### src/rtl/wave_capture_pkg.sv
// Shared types and constants for the wave capture engine.
package wave_capture_pkg;

    // Capture FSM encoding; 2'b11 is never entered and falls back to ST_ARMED.
    typedef enum logic [1:0] {
        ST_ARMED   = 2'b00,
        ST_ACTIVE  = 2'b01,
        ST_WAIT    = 2'b10,
        ST_ILLEGAL = 2'b11
    } state_t;

    // Trigger mode selector values; 2'd3 behaves as rising.
    localparam logic [1:0] TRIG_RISE = 2'd0;
    localparam logic [1:0] TRIG_FALL = 2'd1;
    localparam logic [1:0] TRIG_FREE = 2'd2;

endpackage

### src/rtl/wave_capture_trig_if.sv
// Sample stream in, display RAM write port out.
//
// Handshake: new_sample_ready is a one-cycle strobe qualifying new_sample_in;
// there is no ready/backpressure, the engine consumes every strobed sample.
// write_enable is a one-cycle strobe qualifying write_address/write_sample;
// the RAM must accept every write. Address/data hold their last value when
// write_enable is low.
interface wave_capture_trig_if #(
    parameter int SAMPLE_W = 16,
    parameter int OUT_W    = 8,
    parameter int ADDR_W   = 8
);
    logic                new_sample_ready;
    logic [SAMPLE_W-1:0] new_sample_in;
    logic                write_enable;
    logic [ADDR_W:0]     write_address;
    logic [OUT_W-1:0]    write_sample;

    // Codec/RAM side: sources samples, sinks RAM writes.
    modport master (
        output new_sample_ready,
        output new_sample_in,
        input  write_enable,
        input  write_address,
        input  write_sample
    );

    // Capture engine side.
    modport slave (
        input  new_sample_ready,
        input  new_sample_in,
        output write_enable,
        output write_address,
        output write_sample
    );
endinterface

### src/rtl/wave_trig_detect.sv
// Combinational signed level/slope trigger compare.
module wave_trig_detect
    import wave_capture_pkg::*;
#(
    parameter int SAMPLE_W = 16
) (
    input  logic signed [SAMPLE_W-1:0] prev_sample,
    input  logic signed [SAMPLE_W-1:0] cur_sample,
    input  logic signed [SAMPLE_W-1:0] trig_level,
    input  logic [1:0]                 trig_mode,
    output logic                       hit
);

    // Select the crossing test for the current mode; unknown modes act as rising.
    always_comb begin
        hit = 1'b0;
        case (trig_mode)
            TRIG_FALL: hit = (prev_sample >= trig_level) && (cur_sample < trig_level);
            TRIG_FREE: hit = 1'b1;
            default:   hit = (prev_sample < trig_level) && (cur_sample >= trig_level);
        endcase
    end

endmodule

### src/rtl/wave_capture_trig.sv
// Triggered, decimated capture into the bank of a double-buffered display RAM
// that the display is not reading; flips banks once the display goes idle.
module wave_capture_trig
    import wave_capture_pkg::*;
#(
    parameter int SAMPLE_W     = 16,
    parameter int OUT_W        = 8,
    parameter int ADDR_W       = 8,
    parameter int DECIM_W      = 4,
    parameter int AUTO_TIMEOUT = 1024
) (
    input  logic                       clk,
    input  logic                       reset_n,
    wave_capture_trig_if.slave         bus,
    input  logic                       wave_display_idle,
    input  logic                       capture_en,
    input  logic [1:0]                 trig_mode,
    input  logic signed [SAMPLE_W-1:0] trig_level,
    input  logic [DECIM_W-1:0]         decim,
    output logic                       read_index,
    output logic                       frame_done,
    output logic                       auto_triggered,
    output logic                       armed,
    output state_t                     state_dbg
);

    // Timeout counter only needs to reach AUTO_TIMEOUT-1.
    localparam int TO_W = (AUTO_TIMEOUT > 1) ? $clog2(AUTO_TIMEOUT) : 1;
    localparam logic [TO_W-1:0] TO_LAST = TO_W'((AUTO_TIMEOUT > 0) ? AUTO_TIMEOUT - 1 : 0);
    localparam bit TO_ENABLED = (AUTO_TIMEOUT > 0);

    state_t state, state_nxt;

    logic                       sample_stb;
    logic signed [SAMPLE_W-1:0] cur_sample;
    logic signed [SAMPLE_W-1:0] prev_sample;
    logic [ADDR_W-1:0]          index;
    logic [DECIM_W-1:0]         dcnt;
    logic [DECIM_W-1:0]         decim_l;
    logic [TO_W-1:0]            timeout_cnt;

    logic trig_hit;
    logic natural_hit;
    logic timeout_hit;
    logic fire;
    logic store;
    logic last_store;

    logic              wr_en_q;
    logic [ADDR_W:0]   wr_addr_q;
    logic [OUT_W-1:0]  wr_data_q;

    assign sample_stb = bus.new_sample_ready;
    assign cur_sample = bus.new_sample_in;
    assign state_dbg  = state;

    wave_trig_detect #(
        .SAMPLE_W (SAMPLE_W)
    ) u_detect (
        .prev_sample (prev_sample),
        .cur_sample  (cur_sample),
        .trig_level  (trig_level),
        .trig_mode   (trig_mode),
        .hit         (trig_hit)
    );

    // FSM state register.
    always_ff @(posedge clk or negedge reset_n) begin
        if (!reset_n) begin
            state <= ST_ARMED;
        end else begin
            state <= state_nxt;
        end
    end

    // FSM next state: trigger starts a frame, last store ends it, idle re-arms.
    always_comb begin
        state_nxt = state;
        case (state)
            ST_ARMED:  if (fire) state_nxt = ST_ACTIVE;
            ST_ACTIVE: if (last_store) state_nxt = ST_WAIT;
            ST_WAIT:   if (wave_display_idle) state_nxt = ST_ARMED;
            default:   state_nxt = ST_ARMED;
        endcase
    end

    // FSM outputs and per-cycle control decodes; a natural hit outranks the timeout.
    always_comb begin
        armed       = (state == ST_ARMED);
        natural_hit = sample_stb && capture_en && trig_hit;
        timeout_hit = TO_ENABLED && sample_stb && capture_en && !trig_hit
                      && (timeout_cnt == TO_LAST);
        fire        = armed && (natural_hit || timeout_hit);
        store       = fire || ((state == ST_ACTIVE) && sample_stb && (dcnt == '0));
        last_store  = (state == ST_ACTIVE) && store && (index == '1);
    end

    // Sample history, frame counters, bank select and trigger status.
    always_ff @(posedge clk or negedge reset_n) begin
        if (!reset_n) begin
            prev_sample    <= '0;
            index          <= '0;
            dcnt           <= '0;
            decim_l        <= '0;
            timeout_cnt    <= '0;
            read_index     <= 1'b0;
            auto_triggered <= 1'b0;
        end else begin
            if (sample_stb) prev_sample <= cur_sample;
            case (state)
                ST_ARMED: begin
                    if (fire) begin
                        // The trigger sample is stored at index 0 and is decimation slot 0.
                        index          <= ADDR_W'(1);
                        dcnt           <= (decim == '0) ? '0 : DECIM_W'(1);
                        decim_l        <= decim;
                        timeout_cnt    <= '0;
                        auto_triggered <= timeout_hit;
                    end else if (!capture_en) begin
                        timeout_cnt <= '0;
                    end else if (sample_stb) begin
                        timeout_cnt <= timeout_cnt + TO_W'(1);
                    end
                end
                ST_ACTIVE: begin
                    if (sample_stb) begin
                        dcnt <= (dcnt == decim_l) ? '0 : dcnt + DECIM_W'(1);
                        if (store) index <= index + ADDR_W'(1);
                    end
                end
                ST_WAIT: begin
                    if (wave_display_idle) begin
                        index       <= '0;
                        dcnt        <= '0;
                        timeout_cnt <= '0;
                        read_index  <= ~read_index;
                    end
                end
                default: begin
                    index       <= '0;
                    dcnt        <= '0;
                    timeout_cnt <= '0;
                end
            endcase
        end
    end

    // Registered RAM write port: sample MSBs in offset binary, into the unread bank.
    always_ff @(posedge clk or negedge reset_n) begin
        if (!reset_n) begin
            wr_en_q    <= 1'b0;
            wr_addr_q  <= '0;
            wr_data_q  <= '0;
            frame_done <= 1'b0;
        end else begin
            wr_en_q    <= store;
            frame_done <= last_store;
            if (store) begin
                wr_addr_q <= {~read_index, index};
                wr_data_q <= {~cur_sample[SAMPLE_W-1], cur_sample[SAMPLE_W-2 -: OUT_W-1]};
            end
        end
    end

    assign bus.write_enable  = wr_en_q;
    assign bus.write_address = wr_addr_q;
    assign bus.write_sample  = wr_data_q;

endmodule

### src/flat_wrapper.sv
// flat-port wrapper written by rule: the top's interface ports become plain ports
module wave_capture_trig_flat import wave_capture_pkg::*;
#(
    parameter int SAMPLE_W     = 16,
    parameter int OUT_W        = 8,
    parameter int ADDR_W       = 8,
    parameter int DECIM_W      = 4,
    parameter int AUTO_TIMEOUT = 1024
)
  (clk, reset_n, wave_display_idle, capture_en, trig_mode, trig_level, decim, read_index, frame_done, auto_triggered, armed, state_dbg, bus_new_sample_ready, bus_new_sample_in, bus_write_enable, bus_write_address, bus_write_sample);
  wave_capture_trig_if #(.SAMPLE_W(SAMPLE_W), .OUT_W(OUT_W), .ADDR_W(ADDR_W)) bus_i ();
  input  logic clk;
  input  logic reset_n;
  input  logic wave_display_idle;
  input  logic capture_en;
  input  logic [1:0] trig_mode;
  input  logic signed [SAMPLE_W-1:0] trig_level;
  input  logic [DECIM_W-1:0] decim;
  output logic read_index;
  output logic frame_done;
  output logic auto_triggered;
  output logic armed;
  output state_t state_dbg;
  input wire logic [$bits(bus_i.new_sample_ready)-1:0] bus_new_sample_ready;
  input wire logic [$bits(bus_i.new_sample_in)-1:0] bus_new_sample_in;
  output wire logic [$bits(bus_i.write_enable)-1:0] bus_write_enable;
  output wire logic [$bits(bus_i.write_address)-1:0] bus_write_address;
  output wire logic [$bits(bus_i.write_sample)-1:0] bus_write_sample;
  assign bus_i.new_sample_ready = bus_new_sample_ready;
  assign bus_i.new_sample_in = bus_new_sample_in;
  assign bus_write_enable = bus_i.write_enable;
  assign bus_write_address = bus_i.write_address;
  assign bus_write_sample = bus_i.write_sample;
  wave_capture_trig #(.SAMPLE_W(SAMPLE_W), .OUT_W(OUT_W), .ADDR_W(ADDR_W), .DECIM_W(DECIM_W), .AUTO_TIMEOUT(AUTO_TIMEOUT)) u_core (.clk(clk), .reset_n(reset_n), .bus(bus_i), .wave_display_idle(wave_display_idle), .capture_en(capture_en), .trig_mode(trig_mode), .trig_level(trig_level), .decim(decim), .read_index(read_index), .frame_done(frame_done), .auto_triggered(auto_triggered), .armed(armed), .state_dbg(state_dbg));
endmodule
### config.mk
export PLATFORM = sky130hd
export DESIGN_NAME = wave_capture_trig_flat
export DESIGN_NICKNAME = d
export VERILOG_FILES = /design/src/rtl/wave_capture_pkg.sv /design/src/rtl/wave_capture_trig_if.sv /design/src/rtl/wave_trig_detect.sv /design/src/rtl/wave_capture_trig.sv /design/src/flat_wrapper.sv
export SDC_FILE = /design/constraint.sdc
export NUM_CORES = 1
export LEC_CHECK = 0
export CAP_MARGIN = 25
export CORE_MARGIN = 2
export CORE_UTILIZATION = 54
export DETAILED_ROUTE_END_ITERATION = 8
export PLACE_DENSITY_LB_ADDON = 0.3
export SLEW_MARGIN = 20
export SYNTH_ARGS = -nofsm -noshare
export SYNTH_HDL_FRONTEND = slang
export SYNTH_HIERARCHICAL = 1
export SYNTH_SLANG_ARGS = --single-unit
### constraint.sdc
create_clock -name clk -period 3.8 [get_ports clk]
set_input_delay 1.14 -clock clk [delete_from_list [all_inputs] [get_ports clk]]
set_output_delay 1.14 -clock clk [all_outputs]
set_load 0.01 [all_outputs]
=== Word level (Yosys, flattened, before mapping) ===
Index checks and enable logic that the tools add are counted.
W data, S select, Z words.

* Multiply operators: 0
* Add/sub/neg operators: 3
* Mux-type cells: 21
* Eq/ne operators: 13
* Div/mod/pow operators: 0
* Bitwise logic cells: 3
* Reductions and logical operators: 23
* Shift operators: 0
* Magnitude comparators: 4

{| class="wikitable"
|+ Operators with widths
! kind !! count
|-
| $mux W10 || 4
|-
| $ge A16 B16 Y1 || 2
|-
| $lt A16 B16 Y1 || 2
|-
| $mux W8 || 4
|-
| $pmux W10 S3 || 1
|-
| $pmux W8 S3 || 1
|-
| $mux W4 || 4
|-
| $pmux W4 S3 || 1
|-
| $logic_and A1 B1 Y1 || 11
|-
| $add A10 B1 Y10 const B || 1
|-
| $eq A10 B10 Y1 const B || 1
|-
| $reduce_and A3 Y1 || 3
|-
| $add A8 B1 Y8 const B || 1
|-
| $eq A8 B8 Y1 const B || 1
|-
| $logic_not A4 Y1 || 2
|-
| $mux W2 || 3
|-
| $ne A2 B1 Y1 const B || 3
|-
| $pmux W2 S3 || 1
|-
| $add A4 B1 Y4 const B || 1
|-
| $eq A2 B1 Y1 const B || 2
|-
| $eq A2 B2 Y1 const B || 2
|-
| $eq A4 B4 Y1 || 1
|-
| $ne A2 B2 Y1 const B || 2
|-
| $ne A4 B2 Y1 const B || 1
|-
| 8 further kinds || 12
|}

* Output and inout bits: 24
* Memory bits (writable): 0
* Bits in registers: 65
* Latch bits: 0
* Bits of input ports: 43
* Memory bits (read-only): 0
* Memories kept: 0

=== Longest topological paths before layout ===
* Depth in word-level cells: 13
* Gate-level depth with buffers: 13
* Depth with buffers taken out: 12

=== Cells and area by module ===
Netlist, hierarchy kept.

{| class="wikitable"
|+ By module, submodules not included
! module !! area an instance (um2) !! cells an instance !! instances
|-
| wave_capture_trig || 3140.5 || 264 || 1
|-
| wave_trig_detect || 888.4 || 115 || 1
|}

=== Least setup slack after synthesis ===
Ideal clock, no wire load.

* Kind: input to register
* Start point: input trig_level[1]
* End point: register u_core.wr_addr_q[1] (netlist: u_core/bus.write_address[1])
* Data required time: 3.675 ns
* Data arrival time: 4.110 ns
* Setup time: 0.125 ns
* Stages on the path: 13
* Setup slack: -0.435 ns
* Cell sequence: inv_1 -> ha_1 -> nor2b_1 -> o211ai_1 -> a2111oi_2 -> a211oi_1 -> mux2_4 -> a2111oi_2 -> nand4b_4 -> o41ai_4 -> a21oi_2 -> buf_6 -> mux2_4

* Cells in the longest elaborated chain, start to end: 9

{| class="wikitable"
|+ Ends and longest elaborated chain
! item !! RTL line !! text
|-
| start: declaration || flat_wrapper.sv:17 || <nowiki>input logic signed [SAMPLE_W-1:0] trig_level;</nowiki>
|-
| $lt A16 B16 Y1 (tied with other cells) || wave_trig_detect.sv:20 || <nowiki>default: hit = (prev_sample < trig_level) && (cur_sample >= trig_level);</nowiki>
|-
| $logic_and A1 B1 Y1 (on tied branches) || wave_trig_detect.sv:20, wave_trig_detect.sv:18 ||
|-
| $pmux W1 S2 (*) || wave_trig_detect.sv:17 || <nowiki>case (trig_mode)</nowiki>
|-
| via u_core.trig_hit || wave_capture_trig.sv:42 || <nowiki>logic trig_hit;</nowiki>
|-
| $logic_not A1 Y1 || wave_capture_trig.sv:91 || <nowiki>timeout_hit = TO_ENABLED && sample_stb && capture_en && !trig_hit</nowiki>
|-
| $logic_and A1 B1 Y1 || wave_capture_trig.sv:91 ||
|-
| $logic_and A1 B1 Y1 || wave_capture_trig.sv:92 || <nowiki>&& (timeout_cnt == TO_LAST);</nowiki>
|-
| $logic_or A1 B1 Y1 (*) || wave_capture_trig.sv:93 || <nowiki>fire = armed && (natural_hit || timeout_hit);</nowiki>
|-
| $logic_and A1 B1 Y1 (*) || wave_capture_trig.sv:93 ||
|-
| $logic_or A1 B1 Y1 (*) || wave_capture_trig.sv:94 || <nowiki>store = fire || ((state == ST_ACTIVE) && sample_stb && (dcnt == '0));</nowiki>
|-
| end signal: assignment || wave_capture_trig.sv:159 || <nowiki>wr_addr_q <= {~read_index, index};</nowiki>
|-
| end: declaration || wave_capture_trig.sv:50 || <nowiki>logic [ADDR_W:0] wr_addr_q;</nowiki>
|}

Mark *: on every way through the listed nets, which the timed path passes. The rest lies on a longest branch.
A chain may end at the register's enable or synchronous reset.

=== Final worst setup path ===
* Start point: input trig_level[4]
* End point: register u_core.index[4]

* Cells in the longest elaborated chain, start to end: 11

{| class="wikitable"
|+ Ends and longest elaborated chain
! item !! RTL line !! text
|-
| $lt A16 B16 Y1 (tied with other cells) || wave_trig_detect.sv:20 ||
|-
| $logic_and A1 B1 Y1 (on tied branches) || wave_trig_detect.sv:20, wave_trig_detect.sv:18 ||
|-
| $pmux W1 S2 (*) || wave_trig_detect.sv:17 ||
|-
| via u_core.trig_hit || wave_capture_trig.sv:42 ||
|-
| $logic_not A1 Y1 || wave_capture_trig.sv:91 ||
|-
| $logic_and A1 B1 Y1 || wave_capture_trig.sv:91 ||
|-
| $logic_and A1 B1 Y1 || wave_capture_trig.sv:92 ||
|-
| $logic_or A1 B1 Y1 (*) || wave_capture_trig.sv:93 ||
|-
| $logic_and A1 B1 Y1 (*) || wave_capture_trig.sv:93 ||
|-
| $logic_or A1 B1 Y1 || wave_capture_trig.sv:94 ||
|-
| $ne A2 B1 Y1 (no line) || -- ||
|-
| $reduce_and A4 Y1 (no line) (*) || -- ||
|-
| end signal: assignment || wave_capture_trig.sv:128 || <nowiki>if (store) index <= index + ADDR_W'(1);</nowiki>
|-
| end: declaration || wave_capture_trig.sv:37 || <nowiki>logic [ADDR_W-1:0] index;</nowiki>
|}

Marks and branches as above.

==> impl_metrics.py <==
metrics = {
    "layout": {
        "syn2layout_area_growth_pct": 43.8,
        "drive_above_1_share_pct": 41.1,
        "nets": 568,
        "instances_no_fill": 591,
        "diodes": 0,
    },
    "yosys": {
        "synth_warnings": 6,
        "avgSynthCellArea_sq_um": 10.6,
        "synth_edf_count": 0,
        "async_flop_share_pct": 100,
        "ys_seq_area_share_pct": 40.4,
        "synth.top_cell.area_share_pct": 40.4,
        "synthCells": 379,
        "yosysMostFrequentCell": "dfrtp_1",
        "ys_top_cells_by_count": "dfrtp_1, ha_1, inv_1",
        "synth.area.top_cells": "dfrtp_1, ha_1, mux2_2, mux2_4, inv_1",
        "synth_area_leader_cell": "dfrtp_1",
        "synth-seq-cells": 65,
        "synth_nets": 460,
        "netlist_area_sq_mm": 0.00403,
        "synth_cell_types": 66,
        "synthFlopType": "dfrtp_1",
    },
    "route": {
        "drtIter0Drc": 231,
        "drc_errors": 0,
        "wirelength_microns": 12300,
        "ant_nets": 0,
        "routedWlPerCell_microns": 20.8,
        "vias": 3722,
        "viasPerCell": 6.30,
        "dr.pass1.iters": 5,
    },
    "die": {
        "die_w_microns": 90.4,
        "rows": 31,
        "ioPinCount": 67,
        "start_util_pct": 55.5,
        "die_h_microns": 90.4,
        "coreArea_sq_mm": 0.00725,
        "die_area_sq_mm": 0.00817,
    },
    "worst_setup_path": {
        "crit_arrival_ns": 4.14,
        "crit_path_cell_trace": "buf_2 > inv_2 > ha_1 > nand4_1 > nor4_4 > buf_4 > a21boi_4 > a211oi_2 > mux2i_2 > a2111oi_4 > nand4b_4 > buf_12 > o41ai_4 > buf_4 > o21ai_2 > a221o_1",
        "end_kind": "flip-flop",
        "critPathMaxFanout": 4,
        "critPathSlowestCell": "nor4_4",
        "worstPathRequired_ns": 4.04,
        "cpMostUsedCell": "buf_4",
        "max_stage_delay_ns": 0.35,
        "crit_type": "input pin to flip-flop",
        "start_kind": "input pin",
    },
    "global_route": {
        "overflow": 0,
        "grt_pass1_vias": 3705,
        "antenna_found_initial": 0,
        "grt.total_usage_pct": 28.0,
        "grt_pass1_wl_microns": 18400,
        "grt_max_degree": 26,
    },
    "sta": {
        "slew_headroom_pct": 58.1,
        "tightest_slew_ns": 0.626,
        "rsz0062_at_grt": "yes",
        "setup_viol": 37,
        "setup_ws_ns": -0.0990,
        "fin_crit_ns": 3.90,
        "skew_ns": 0.00856,
        "hold_viol": 0,
        "slew_violations": 0,
        "max_clock_freq_mhz": 256,
        "fin_crit_sh_pct": 103,
    },
    "pwr": {
        "power_density_mw_per_mm2": 399,
        "seq_power_share_pct": 38.3,
        "power_mw": 2.31,
        "p_clk_share_pct": 31.7,
        "combPwrFrac_pct": 30.0,
        "swShare_pct": 30.2,
        "p_leak_nw": 2.60,
        "power_switching_uw": 698,
        "internal-power_mw": 1.62,
        "ir_drop_uv": 439,
    },
    "placed_design": {
        "io_buffer_count": 66,
        "place_ws_ns": -0.900,
        "place_inst": 566,
        "dp_hpwl_microns": 7540,
        "place_congestion": 0.864,
    },
    "clock_tree": {
        "clk_path_buf_depth": 2,
        "cts_tree": "built",
        "cts_root_buffer": "clkbuf_8",
        "numCtsBuffers": 9,
        "clock_sinks": 65,
        "clkTransAtPathRegs_ns": 0.08,
        "h-tree-depth": 3,
        "clk_latency_ns": 0.35,
    },
    "outcome": {
        "status": "finished with violations",
        "violations": "setup timing",
    },
    "job": {
        "maxCapViolCount": 0,
    },
    "min_path": {
        "min_path_type": "flip-flop to flip-flop",
    },
}
[state kept, by name, indices dropped and copies added, names as in the netlist, 2 cells and up]
register                  flops
u_core/prev_sample           16
u_core/timeout_cnt           10
u_core/bus.write_address      9
u_core/bus.write_sample       8
u_core/index                  8
u_core/dcnt                   4
u_core/decim_l                4
u_core/state_dbg              2
[layer usage]
metal / share of wire [%] / up-vias / GRT usage, % / routed length [microns]
met5: 0 / - / 0 / 0
met1: 39 / 1836 / 35.0 / 4810
met2: 51 / 202 / 48.6 / 6220
met3: 6.6 / 42 / 4.01 / 811
met4: 3.7 / 0 / 11.5 / 455
li1: - / 1642 / - / -
[final timing paths]
check	to	cells after the start	slack [ns]	startpoint
min in group asynchronous	u_core/auto_triggered	1	0.77	reset_n
worst min-delay path	u_core/read_index	1	0.50	u_core/read_index
max in group asynchronous	u_core/index[2]	2	2.30	reset_n
worst min register to register	u_core/read_index	1	0.50	u_core/read_index
worst max-delay path	u_core/index[4]	16	-0.1	trig_level[4]
worst max register to register	u_core/timeout_cnt[7]	12	0.41	u_core/prev_sample[1]
[stage by stage]
stage | util (%) | area (sq um) | TNS [ns] | hold WS, ns
floorplan | - | 4110 | -1.08 | 0.481
global route | 79.9 | 5790 | -5.31 | 0.524
global placement | 70.2 | 5090 | -33.69 | 0.492
CTS | 77.4 | 5610 | 0 | 0.507
detailed placement | 70.2 | 5090 | -35.57 | 0.490
finish | 79.9 | 5790 | -1.89 | 0.498
[timing repair]
action | CTS | global route
resized for setup | 136 | 46
setup buffers | 2 | 8
setup endpoints to repair | 46 | 41
pin swaps | 33 | 26
hold buffers | 0 | 0
[placed cells by master, fill, tap and decap left out, types with 10 or more instances in the layout]
| cell | netlist | layout |
|---|---|---|
| nand4_1 | 11 | 11 |
| a21oi_1 | 19 | 10 |
| ha_1 | 38 | 13 |
| o21ai_0 | 12 | 10 |
| buf_4 | 1 | 38 |
| nor2_1 | 14 | 13 |
| nand2_1 | 22 | 19 |
| clkdlybuf4s50_1 | 0 | 35 |
| buf_2 | 4 | 13 |
| ha_4 | 0 | 23 |
| nand3_1 | 12 | 11 |
| dfrtp_1 | 65 | 65 |
| inv_2 | 0 | 10 |
| mux2_2 | 28 | 27 |
| inv_1 | 29 | 14 |
[power by group through the flow]
stage | registers (mW) | clock network (mW) | logic (mW)
floorplan | 0.897 | 0 | 0.281
global placement | 0.882 | 0 | 0.558
detailed placement | 0.890 | 0 | 0.580
CTS | 0.884 | 0.741 | 0.628
global route | 0.899 | 0.777 | 0.737
finish | 0.887 | 0.733 | 0.694
[cells by family (layout without fill, tap and decap cells)]
logic type	Yosys count	count (layout)	synth area share, %
adders and majority gates	38	38	11.8
buffers and inverters	42	155	4.32
xor gates and xnor gates	5	5	1.09
DFF	65	65	40.4
AOI/OAI and AO/OA	86	86	16.1
muxes	40	40	11.8
and+or+nand+nor	103	103	14.6
[worst max-delay path: cells and delay by family]
family	cells	cell delay [ns]
AOI/OAI and AO/OA	6	1.02
and+or+nand+nor	3	0.75
buffers and inverters	5	0.69
adders and majority gates	1	0.28
muxes	1	0.25
[cell type report]
class,instances,area [sq um]
multi-input combinational,272,2740
fill,417,1460
clock buffer,10,128
inverter,29,131
timing repair buffer,110,932
tap,99,124
sequential,65,1630
clock inverter,6,114
Note: power is estimated with default switching activity, not from simulation.
